<file path="src/rtl/beamformer_pkg.sv">
// beamformer_pkg
// Shared definitions for the delay-and-sum beamformer:
//   - default parameter values
//   - configuration address map
//   - slot encoding of the word-select line
//   - sum-width and saturation helpers
package beamformer_pkg;

    localparam int DEF_N_LINES     = 2;
    localparam int DEF_SAMPLE_BITS = 8;
    localparam int DEF_SLOT_BITS   = 16;
    localparam int DEF_DEPTH       = 8;
    localparam int DEF_OUT_BITS    = 8;

    // Channel c lives at CFG_DELAY_BASE + c; the shift register sits right after
    // the last channel, so its address depends on the channel count.
    localparam int CFG_DELAY_BASE  = 0;
    localparam int CFG_SHIFT       = 2 * DEF_N_LINES;

    typedef enum logic {
        SLOT_LEFT  = 1'b0,
        SLOT_RIGHT = 1'b1
    } slot_e;

    // Shift-register address for an arbitrary channel count.
    function automatic int cfg_shift(input int n_ch);
        return CFG_DELAY_BASE + n_ch;
    endfunction

    // Width that holds the sum of n_ch signed samples without overflow.
    function automatic int sum_width(input int sample_bits, input int n_ch);
        return sample_bits + $clog2(n_ch);
    endfunction

    // Clamp a signed value into the range of a signed out_bits-wide word.
    function automatic logic signed [63:0] saturate(input logic signed [63:0] value,
                                                    input int                 out_bits);
        logic signed [63:0] max_v;
        logic signed [63:0] min_v;
        max_v = (64'sd1 <<< (out_bits - 1)) - 64'sd1;
        min_v = -(64'sd1 <<< (out_bits - 1));
        if (value > max_v) begin
            return max_v;
        end else if (value < min_v) begin
            return min_v;
        end else begin
            return value;
        end
    endfunction

endpackage

</file>
<file path="src/rtl/bf_i2s_rx_lane.sv">
// bf_i2s_rx_lane
// Deserialises one stereo I2S data line. The parent supplies the current slot
// (ws) and slot bit position (p); bits at p = 1..SAMPLE_BITS are shifted in
// MSB-first into the left or right sample register.
// Ports:
//   clk, rst_n   bit clock, asynchronous active-low reset
//   sdi          serial data of this line
//   ws, p        current slot and bit position within the slot
//   left_r       captured left-slot sample
//   right_r      captured right-slot sample
module bf_i2s_rx_lane
    import beamformer_pkg::*;
#(
    parameter int SAMPLE_BITS = DEF_SAMPLE_BITS,
    parameter int P_W         = 5
) (
    input  logic                   clk,
    input  logic                   rst_n,
    input  logic                   sdi,
    input  logic                   ws,
    input  logic [P_W-1:0]         p,
    output logic [SAMPLE_BITS-1:0] left_r,
    output logic [SAMPLE_BITS-1:0] right_r
);

    localparam logic [P_W-1:0] P_FIRST = P_W'(1);
    localparam logic [P_W-1:0] P_LAST  = P_W'(SAMPLE_BITS);

    logic in_window_s;

    // Position 0 carries the previous word's tail in I2S, so capture starts at 1.
    always_comb begin
        in_window_s = (p >= P_FIRST) && (p <= P_LAST);
    end

    // Shift the line's bit into the sample register of the active slot.
    always_ff @(posedge clk or negedge rst_n) begin
        if (!rst_n) begin
            left_r  <= {SAMPLE_BITS{1'b0}};
            right_r <= {SAMPLE_BITS{1'b0}};
        end else if (in_window_s) begin
            if (ws == SLOT_LEFT) begin
                left_r  <= {left_r[SAMPLE_BITS-2:0], sdi};
            end else begin
                right_r <= {right_r[SAMPLE_BITS-2:0], sdi};
            end
        end
    end

endmodule

</file>
<file path="src/rtl/delay_sum_beamformer.sv">
// delay_sum_beamformer
// Delay-and-sum beamformer with I2S input and I2S-framed mono output. The block
// is the I2S master: clk is the bit clock and ws_out is generated here.
// Each input channel feeds a DEPTH-entry delay line; the selected taps of the
// enabled channels are summed, arithmetically shifted right and saturated.
// Ports:
//   clk, rst_n     bit clock, asynchronous active-low reset
//   sdi            one serial data bit per stereo input line
//   ws_out         word select, 0 = left slot, 1 = right slot
//   sdo            beamformed serial data, same word in both slots
//   frame_strobe   one-cycle pulse after a sample set is committed
//   cfg_we/addr/wdata  config writes: per-channel {en, delay}, then shift
module delay_sum_beamformer
    import beamformer_pkg::*;
#(
    parameter int N_LINES     = DEF_N_LINES,
    parameter int SAMPLE_BITS = DEF_SAMPLE_BITS,
    parameter int SLOT_BITS   = DEF_SLOT_BITS,
    parameter int DEPTH       = DEF_DEPTH,
    parameter int OUT_BITS    = DEF_OUT_BITS
) (
    input  logic                           clk,
    input  logic                           rst_n,
    input  logic [N_LINES-1:0]             sdi,
    output logic                           ws_out,
    output logic                           sdo,
    output logic                           frame_strobe,
    input  logic                           cfg_we,
    input  logic [$clog2(2*N_LINES+1)-1:0] cfg_addr,
    input  logic [$clog2(DEPTH):0]         cfg_wdata
);

    localparam int N_CH   = 2 * N_LINES;
    localparam int SUM_W  = sum_width(SAMPLE_BITS, N_CH);
    localparam int CNT_W  = $clog2(2 * SLOT_BITS);
    localparam int PTR_W  = $clog2(DEPTH);
    localparam int CFG_W  = PTR_W + 1;
    localparam int ADDR_W = $clog2(N_CH + 1);

    localparam logic [CNT_W-1:0]  CNT_ZERO    = CNT_W'(0);
    localparam logic [CNT_W-1:0]  CNT_ONE     = CNT_W'(1);
    localparam logic [CNT_W-1:0]  CNT_LAST    = CNT_W'(2 * SLOT_BITS - 1);
    localparam logic [CNT_W-1:0]  SLOT_START  = CNT_W'(SLOT_BITS);
    localparam logic [CNT_W-1:0]  OUT_P_SHIFT = CNT_W'(2);
    localparam logic [CNT_W-1:0]  OUT_P_LAST  = CNT_W'(OUT_BITS);
    localparam logic [PTR_W-1:0]  PTR_ONE     = PTR_W'(1);
    localparam logic [ADDR_W-1:0] SHIFT_ADDR  = ADDR_W'(cfg_shift(N_CH));
    localparam logic [CFG_W-1:0]  SHIFT_RST   = CFG_W'($clog2(N_CH));

    // Frame timing
    logic [CNT_W-1:0] bit_cnt_r;
    logic [CNT_W-1:0] bit_cnt_nxt_s;
    logic             ws_s;
    logic             ws_nxt_s;
    logic [CNT_W-1:0] p_s;
    logic [CNT_W-1:0] p_nxt_s;
    logic             ws_out_r;
    logic             frame_strobe_r;

    // Capture and delay lines
    logic [SAMPLE_BITS-1:0] lane_left_s  [N_LINES];
    logic [SAMPLE_BITS-1:0] lane_right_s [N_LINES];
    logic [SAMPLE_BITS-1:0] ch_sample_s  [N_CH];
    logic [SAMPLE_BITS-1:0] mem_r        [N_CH][DEPTH];
    logic [PTR_W-1:0]       wr_ptr_r;

    // Configuration
    logic [PTR_W-1:0] dly_r [N_CH];
    logic             en_r  [N_CH];
    logic [CFG_W-1:0] shift_r;

    // Datapath
    logic [PTR_W-1:0]        last_ptr_s;
    logic [PTR_W-1:0]        tap_idx_s [N_CH];
    logic [SAMPLE_BITS-1:0]  tap_s     [N_CH];
    logic signed [SUM_W-1:0] sum_s;
    logic signed [SUM_W-1:0] shifted_s;
    logic [OUT_BITS-1:0]     result_s;
    logic [OUT_BITS-1:0]     result_r;
    logic [OUT_BITS-1:0]     shreg_r;
    logic                    sdo_r;

    assign ws_out       = ws_out_r;
    assign sdo          = sdo_r;
    assign frame_strobe = frame_strobe_r;

    // Slot and bit position for the current cycle and for the one that follows.
    always_comb begin
        bit_cnt_nxt_s = (bit_cnt_r == CNT_LAST) ? CNT_ZERO : bit_cnt_r + CNT_ONE;
        ws_s          = (bit_cnt_r >= SLOT_START);
        ws_nxt_s      = (bit_cnt_nxt_s >= SLOT_START);
        p_s           = ws_s ? bit_cnt_r - SLOT_START : bit_cnt_r;
        p_nxt_s       = ws_nxt_s ? bit_cnt_nxt_s - SLOT_START : bit_cnt_nxt_s;
    end

    // Bit counter, word select and commit strobe; ws_out tracks the counter it pairs with.
    always_ff @(posedge clk or negedge rst_n) begin
        if (!rst_n) begin
            bit_cnt_r      <= CNT_ZERO;
            ws_out_r       <= 1'b0;
            frame_strobe_r <= 1'b0;
        end else begin
            bit_cnt_r      <= bit_cnt_nxt_s;
            ws_out_r       <= ws_nxt_s;
            frame_strobe_r <= (bit_cnt_r == CNT_LAST);
        end
    end

    // One receiver per stereo line; channel 2i is left, 2i+1 is right.
    for (genvar i = 0; i < N_LINES; i++) begin : g_lane
        bf_i2s_rx_lane #(
            .SAMPLE_BITS (SAMPLE_BITS),
            .P_W         (CNT_W)
        ) u_lane (
            .clk     (clk),
            .rst_n   (rst_n),
            .sdi     (sdi[i]),
            .ws      (ws_s),
            .p       (p_s),
            .left_r  (lane_left_s[i]),
            .right_r (lane_right_s[i])
        );
        assign ch_sample_s[2*i]   = lane_left_s[i];
        assign ch_sample_s[2*i+1] = lane_right_s[i];
    end

    // Commit every channel's sample into its delay line at the end of the frame.
    always_ff @(posedge clk or negedge rst_n) begin
        if (!rst_n) begin
            wr_ptr_r <= {PTR_W{1'b0}};
            for (int c = 0; c < N_CH; c++) begin
                for (int d = 0; d < DEPTH; d++) begin
                    mem_r[c][d] <= {SAMPLE_BITS{1'b0}};
                end
            end
        end else if (bit_cnt_r == CNT_LAST) begin
            wr_ptr_r <= wr_ptr_r + PTR_ONE;
            for (int c = 0; c < N_CH; c++) begin
                mem_r[c][wr_ptr_r] <= ch_sample_s[c];
            end
        end
    end

    // Configuration writes; addresses beyond the shift register are ignored.
    always_ff @(posedge clk or negedge rst_n) begin
        if (!rst_n) begin
            for (int c = 0; c < N_CH; c++) begin
                dly_r[c] <= {PTR_W{1'b0}};
                en_r[c]  <= 1'b1;
            end
            shift_r <= SHIFT_RST;
        end else if (cfg_we) begin
            for (int c = 0; c < N_CH; c++) begin
                if (cfg_addr == ADDR_W'(CFG_DELAY_BASE + c)) begin
                    dly_r[c] <= cfg_wdata[PTR_W-1:0];
                    en_r[c]  <= cfg_wdata[CFG_W-1];
                end
            end
            if (cfg_addr == SHIFT_ADDR) begin
                shift_r <= cfg_wdata;
            end
        end
    end

    // Tap selection: wr_ptr already points past the newest entry, and the
    // pointer arithmetic wraps modulo DEPTH because DEPTH is a power of two.
    always_comb begin
        last_ptr_s = wr_ptr_r - PTR_ONE;
        for (int c = 0; c < N_CH; c++) begin
            tap_idx_s[c] = last_ptr_s - dly_r[c];
            tap_s[c]     = mem_r[c][tap_idx_s[c]];
        end
    end

    // Sign-extended sum of enabled taps, scaled and saturated to the output width.
    always_comb begin
        sum_s = {SUM_W{1'b0}};
        for (int c = 0; c < N_CH; c++) begin
            if (en_r[c]) begin
                sum_s = sum_s + {{(SUM_W-SAMPLE_BITS){tap_s[c][SAMPLE_BITS-1]}}, tap_s[c]};
            end else begin
                sum_s = sum_s;
            end
        end
        shifted_s = sum_s >>> shift_r;
        result_s  = OUT_BITS'(saturate(64'(shifted_s), OUT_BITS));
    end

    // Output serialiser: latch at frame start, reload at right-slot start, MSB first.
    always_ff @(posedge clk or negedge rst_n) begin
        if (!rst_n) begin
            result_r <= {OUT_BITS{1'b0}};
            shreg_r  <= {OUT_BITS{1'b0}};
            sdo_r    <= 1'b0;
        end else if (bit_cnt_r == CNT_ZERO) begin
            result_r <= result_s;
            shreg_r  <= {result_s[OUT_BITS-2:0], 1'b0};
            sdo_r    <= result_s[OUT_BITS-1];
        end else if (bit_cnt_r == SLOT_START) begin
            shreg_r  <= {result_r[OUT_BITS-2:0], 1'b0};
            sdo_r    <= result_r[OUT_BITS-1];
        end else if ((p_nxt_s >= OUT_P_SHIFT) && (p_nxt_s <= OUT_P_LAST)) begin
            shreg_r  <= {shreg_r[OUT_BITS-2:0], 1'b0};
            sdo_r    <= shreg_r[OUT_BITS-1];
        end else begin
            sdo_r    <= 1'b0;
        end
    end

endmodule

</file>
<file path="config.mk">
export PLATFORM = sky130hd
export DESIGN_NAME = delay_sum_beamformer
export DESIGN_NICKNAME = d
export VERILOG_FILES = /design/src/rtl/beamformer_pkg.sv /design/src/rtl/bf_i2s_rx_lane.sv /design/src/rtl/delay_sum_beamformer.sv
export SDC_FILE = /design/constraint.sdc
export NUM_CORES = 1
export LEC_CHECK = 0
export ABC_CLOCK_PERIOD_IN_PS = 10210
export BUFFER_PORTS_ARGS = -buffer_cell sky130_fd_sc_hd__buf_2
export CAP_MARGIN = 20
export CORE_ASPECT_RATIO = 0.6
export CORE_MARGIN = 2
export CORE_UTILIZATION = 40
export DETAILED_ROUTE_END_ITERATION = 8
export SYNTH_ARGS = -nofsm -noshare
export SYNTH_HDL_FRONTEND = slang
export SYNTH_SLANG_ARGS = --single-unit
</file>
<file path="constraint.sdc">
create_clock -name clk -period 10.21 [get_ports clk]
set_input_delay 1.021 -clock clk [delete_from_list [all_inputs] [get_ports clk]]
set_output_delay 1.021 -clock clk [all_outputs]
set_load 0.1 [all_outputs]
</file>
==> results.cfg <==
[cts]
cts-resized-gates = 0
cts_buffers = 31
cts_htree_levels = 1
clock-sinks = 333
worstSkewPairLatency_ns = 0.59
clock-root-buffer = clkbuf_16
cts_tree = yes
cts_setup_buffers = 0
hold_buffers = 0
clk_path_buf_depth = 3
path_clk_slew_ns = 0.07

[sta]
slew_violations = 0
max_clock_freq_ghz = 0.1112
skew_ns = 0.01036
rsz0062_at_grt = no
hold_violations = 0
worst_pin_slew_ns = 1.028
hold_slack_ns = 0.4623
min_period_ns = 8.991
relSlewSlack_pct = 31.30
timing.final.ws_setup_ns = 1.219
period_share_pct = 88.06
setup_tns_ns = 0
setup_viol = 0

[min_path]
hold_path.class = in2async

[power_and_ir_drop]
peakVddDrop_uv = 107.0
powerDensity_nw_per_um2 = 185.7
leakagePower_nw = 8.743

[synth]
yosysTopAreaCell = dfrtp_1
synth_top_area_share_pct = 47.75
syn_inst = 1304
synth_area_leaders = dfrtp_1 (48%), mux2_2 (21%), mux4_2 (8.6%)
ys_types = 73
ys_seq_area_share_pct = 48.52
syn-cell-area_um2 = 17190
synth_edf_count = 0
synth_ff_type = dfrtp_1
ys_ff_latch = 333
avgSynthCellArea_um2 = 13.18
synthArstFlopShare_pct = 100.0
synth_nets = 1358
ys_warn_count = 0

[critical_path]
start_kind = flop
critPathKind = reg2reg
timing.rr.end = shreg_r[7]$_DFFE_PN0P_
r2r_start = wr_ptr_r[1]$_DFFE_PN0P_
crit_arrival_ns = 9.51
crit_path_frequent_cell = ha_1
cp-startpoint = wr_ptr_r[1]$_DFFE_PN0P_
slowest_delay_ns = 0.75
slowest_stage = xnor2_1
end_kind = flop
cp_max_fo = 12
endpoint = shreg_r[7]$_DFFE_PN0P_
reg2reg_setup_slack_ns = 1.22
required_ns = 10.73
reg2reg_depth = 28

[routing]
drt-total-wl_um = 40800
drtAntennaViolNets = 0
drcViolationCount = 0
vias = 10637
dr.pass1.iters = 5
drt_iter0_drc = 846
wl_per_cell_um = 21.78
viasPerCell = 5.679

[floorplanning]
dieArea_um2 = 44700
die_w_um = 271.6
core-area_um2 = 42160
fp.dieH_um = 164.6
initial_core_util_pct = 40.77
boundaryPins = 15
rows = 58

[global_routing]
grt_max_degree = 159
grt_pass1_vias = 10486
gr-total-overflow = 0
grt_antenna_before_repair = 0
grt_pass1_wl_um = 64690
track_usage_pct = 18.65

[status]
status = finished, final reports clean

[layout]
final_area_um2 = 18900
diodes = 0
layout_common_cells = dfrtp_1 (328), mux2_2 (323), mux4_2 (66), nand2_1 (64), nor2_1 (44)
nets = 1335
drive_above_1_share_pct = 39.06
area.growth.synth_to_final_pct = 9.943
fillCellCount = 3786
final_common_cell = dfrtp_1
seq_area_um2 = 8339
multi_input_area_um2 = 8387

[placement]
gp_congestion = 0.9007
port_buffers = 14
place.detailed.hpwl_um = 26360
post-place-ws_ns = 1.417
placed_area_um2 = 17840

[flow_run]
cap_violations = 0
-- layout make-up --
cell class / instances / area share (%)
multi-input cells: 842 / 44.38
inverters: 34 / 0.6753
repair buffers: 39 / 1.589
well taps: 570 / 3.774
clock buffers: 44 / 4.787
clock inverters: 11 / 0.6687
flip-flops and latches: 333 / 44.13
-- report_power, final --
| group | total [mW] | switching [mW] | leakage [nW] | internal (mW) |
|---|---|---|---|---|
| logic | 0.867 | 0.507 | 3.81 | 0.359 |
| clock network | 1.18 | 0.517 | 0.512 | 0.668 |
| registers | 1.46 | 0.0747 | 4.42 | 1.38 |
-- worst max-delay path, delay by kind of cell, from the launching register on --
family / cells / cell delay [ns]
fa+ha+maj: 5 / 1.98
flops: 1 / 0.51
mux: 3 / 0.82
compound gates: 12 / 3.26
simple gates: 3 / 0.36
buf+inv: 1 / 0.18
xor+xnor: 4 / 1.78
-- cells by family after synthesis --
kind of cell               count (synthesis)  share of synthesized area, %
buffers and inverters                    129                         2.861
DFF                                      333                         48.52
adders and majority gates                 43                         3.428
xor gates and xnor gates                  29                         1.893
muxes                                    413                         31.30
AOI/OAI and AO/OA                        168                         6.711
and+or+nand+nor                          189                         5.292
-- metrics by stage --
step                utilization, %  power (mW)  cells
finish                       44.82       3.509   1873
global route                 44.82       3.677   1873
CTS                          44.76       3.533   1872
detailed placement           42.31       2.339   1817
global placement             42.31       2.334   1817
floorplan                        -       2.082   1304
-- cell usage after synthesis (all sizes together), types with 9 or more instances --
master	n
dfrtp	328
mux2	323
mux4	66
nand2	64
clkbuf	55
nor2	44
o21ai	43
buf	40
ha	35
inv	32
mux2i	24
a21oi	21
xnor2	19
a211oi	13
a21o	13
nand3	13
nor3	13
o211ai	11
xor2	10
a31oi	9
nor2b	9
-- per-layer routing --
layer	GRT usage [%]	share of wire (%)	wire length, um
met2	27.45	42	17330
met3	2.428	4.1	1658
met4	2.572	1.5	601
met5	0	0	0
met1	29.76	52	21220
-- registers in the layout, indices dropped and copies added (netlist names) --
| name | flops |
|---|---|
| frame_strobe | 1 |
| g_lane.u_lane.left_r | 16 |
| en_r | 4 |
| dly_r | 12 |
| wr_ptr_r | 3 |
| shift_r | 4 |
| result_r | 8 |
| bit_cnt_r | 5 |
| mem_r | 256 |
| sdo | 1 |
| g_lane.u_lane.right_r | 16 |
| shreg_r | 7 |
-- worst min-delay path by stage --
stage                                        from                      end  slack (ns)  depth (start not counted)
after detailed placement  result_r[6]$_DFFE_PN0P_  result_r[6]$_DFFE_PN0P_        0.48                          1
after global routing        mem_r[68]$_DFFE_PN0P_    mem_r[68]$_DFFE_PN0P_        0.51                          1
final                                       rst_n    mem_r[42]$_DFFE_PN0P_        0.46                          1
after CTS                                   rst_n    mem_r[42]$_DFFE_PN0P_        0.50                          1
after floorplan           result_r[0]$_DFFE_PN0P_  result_r[0]$_DFFE_PN0P_        0.45                          2
after global placement    result_r[6]$_DFFE_PN0P_  result_r[6]$_DFFE_PN0P_        0.47                          1
Note: power is estimated with default switching activity, not from simulation.
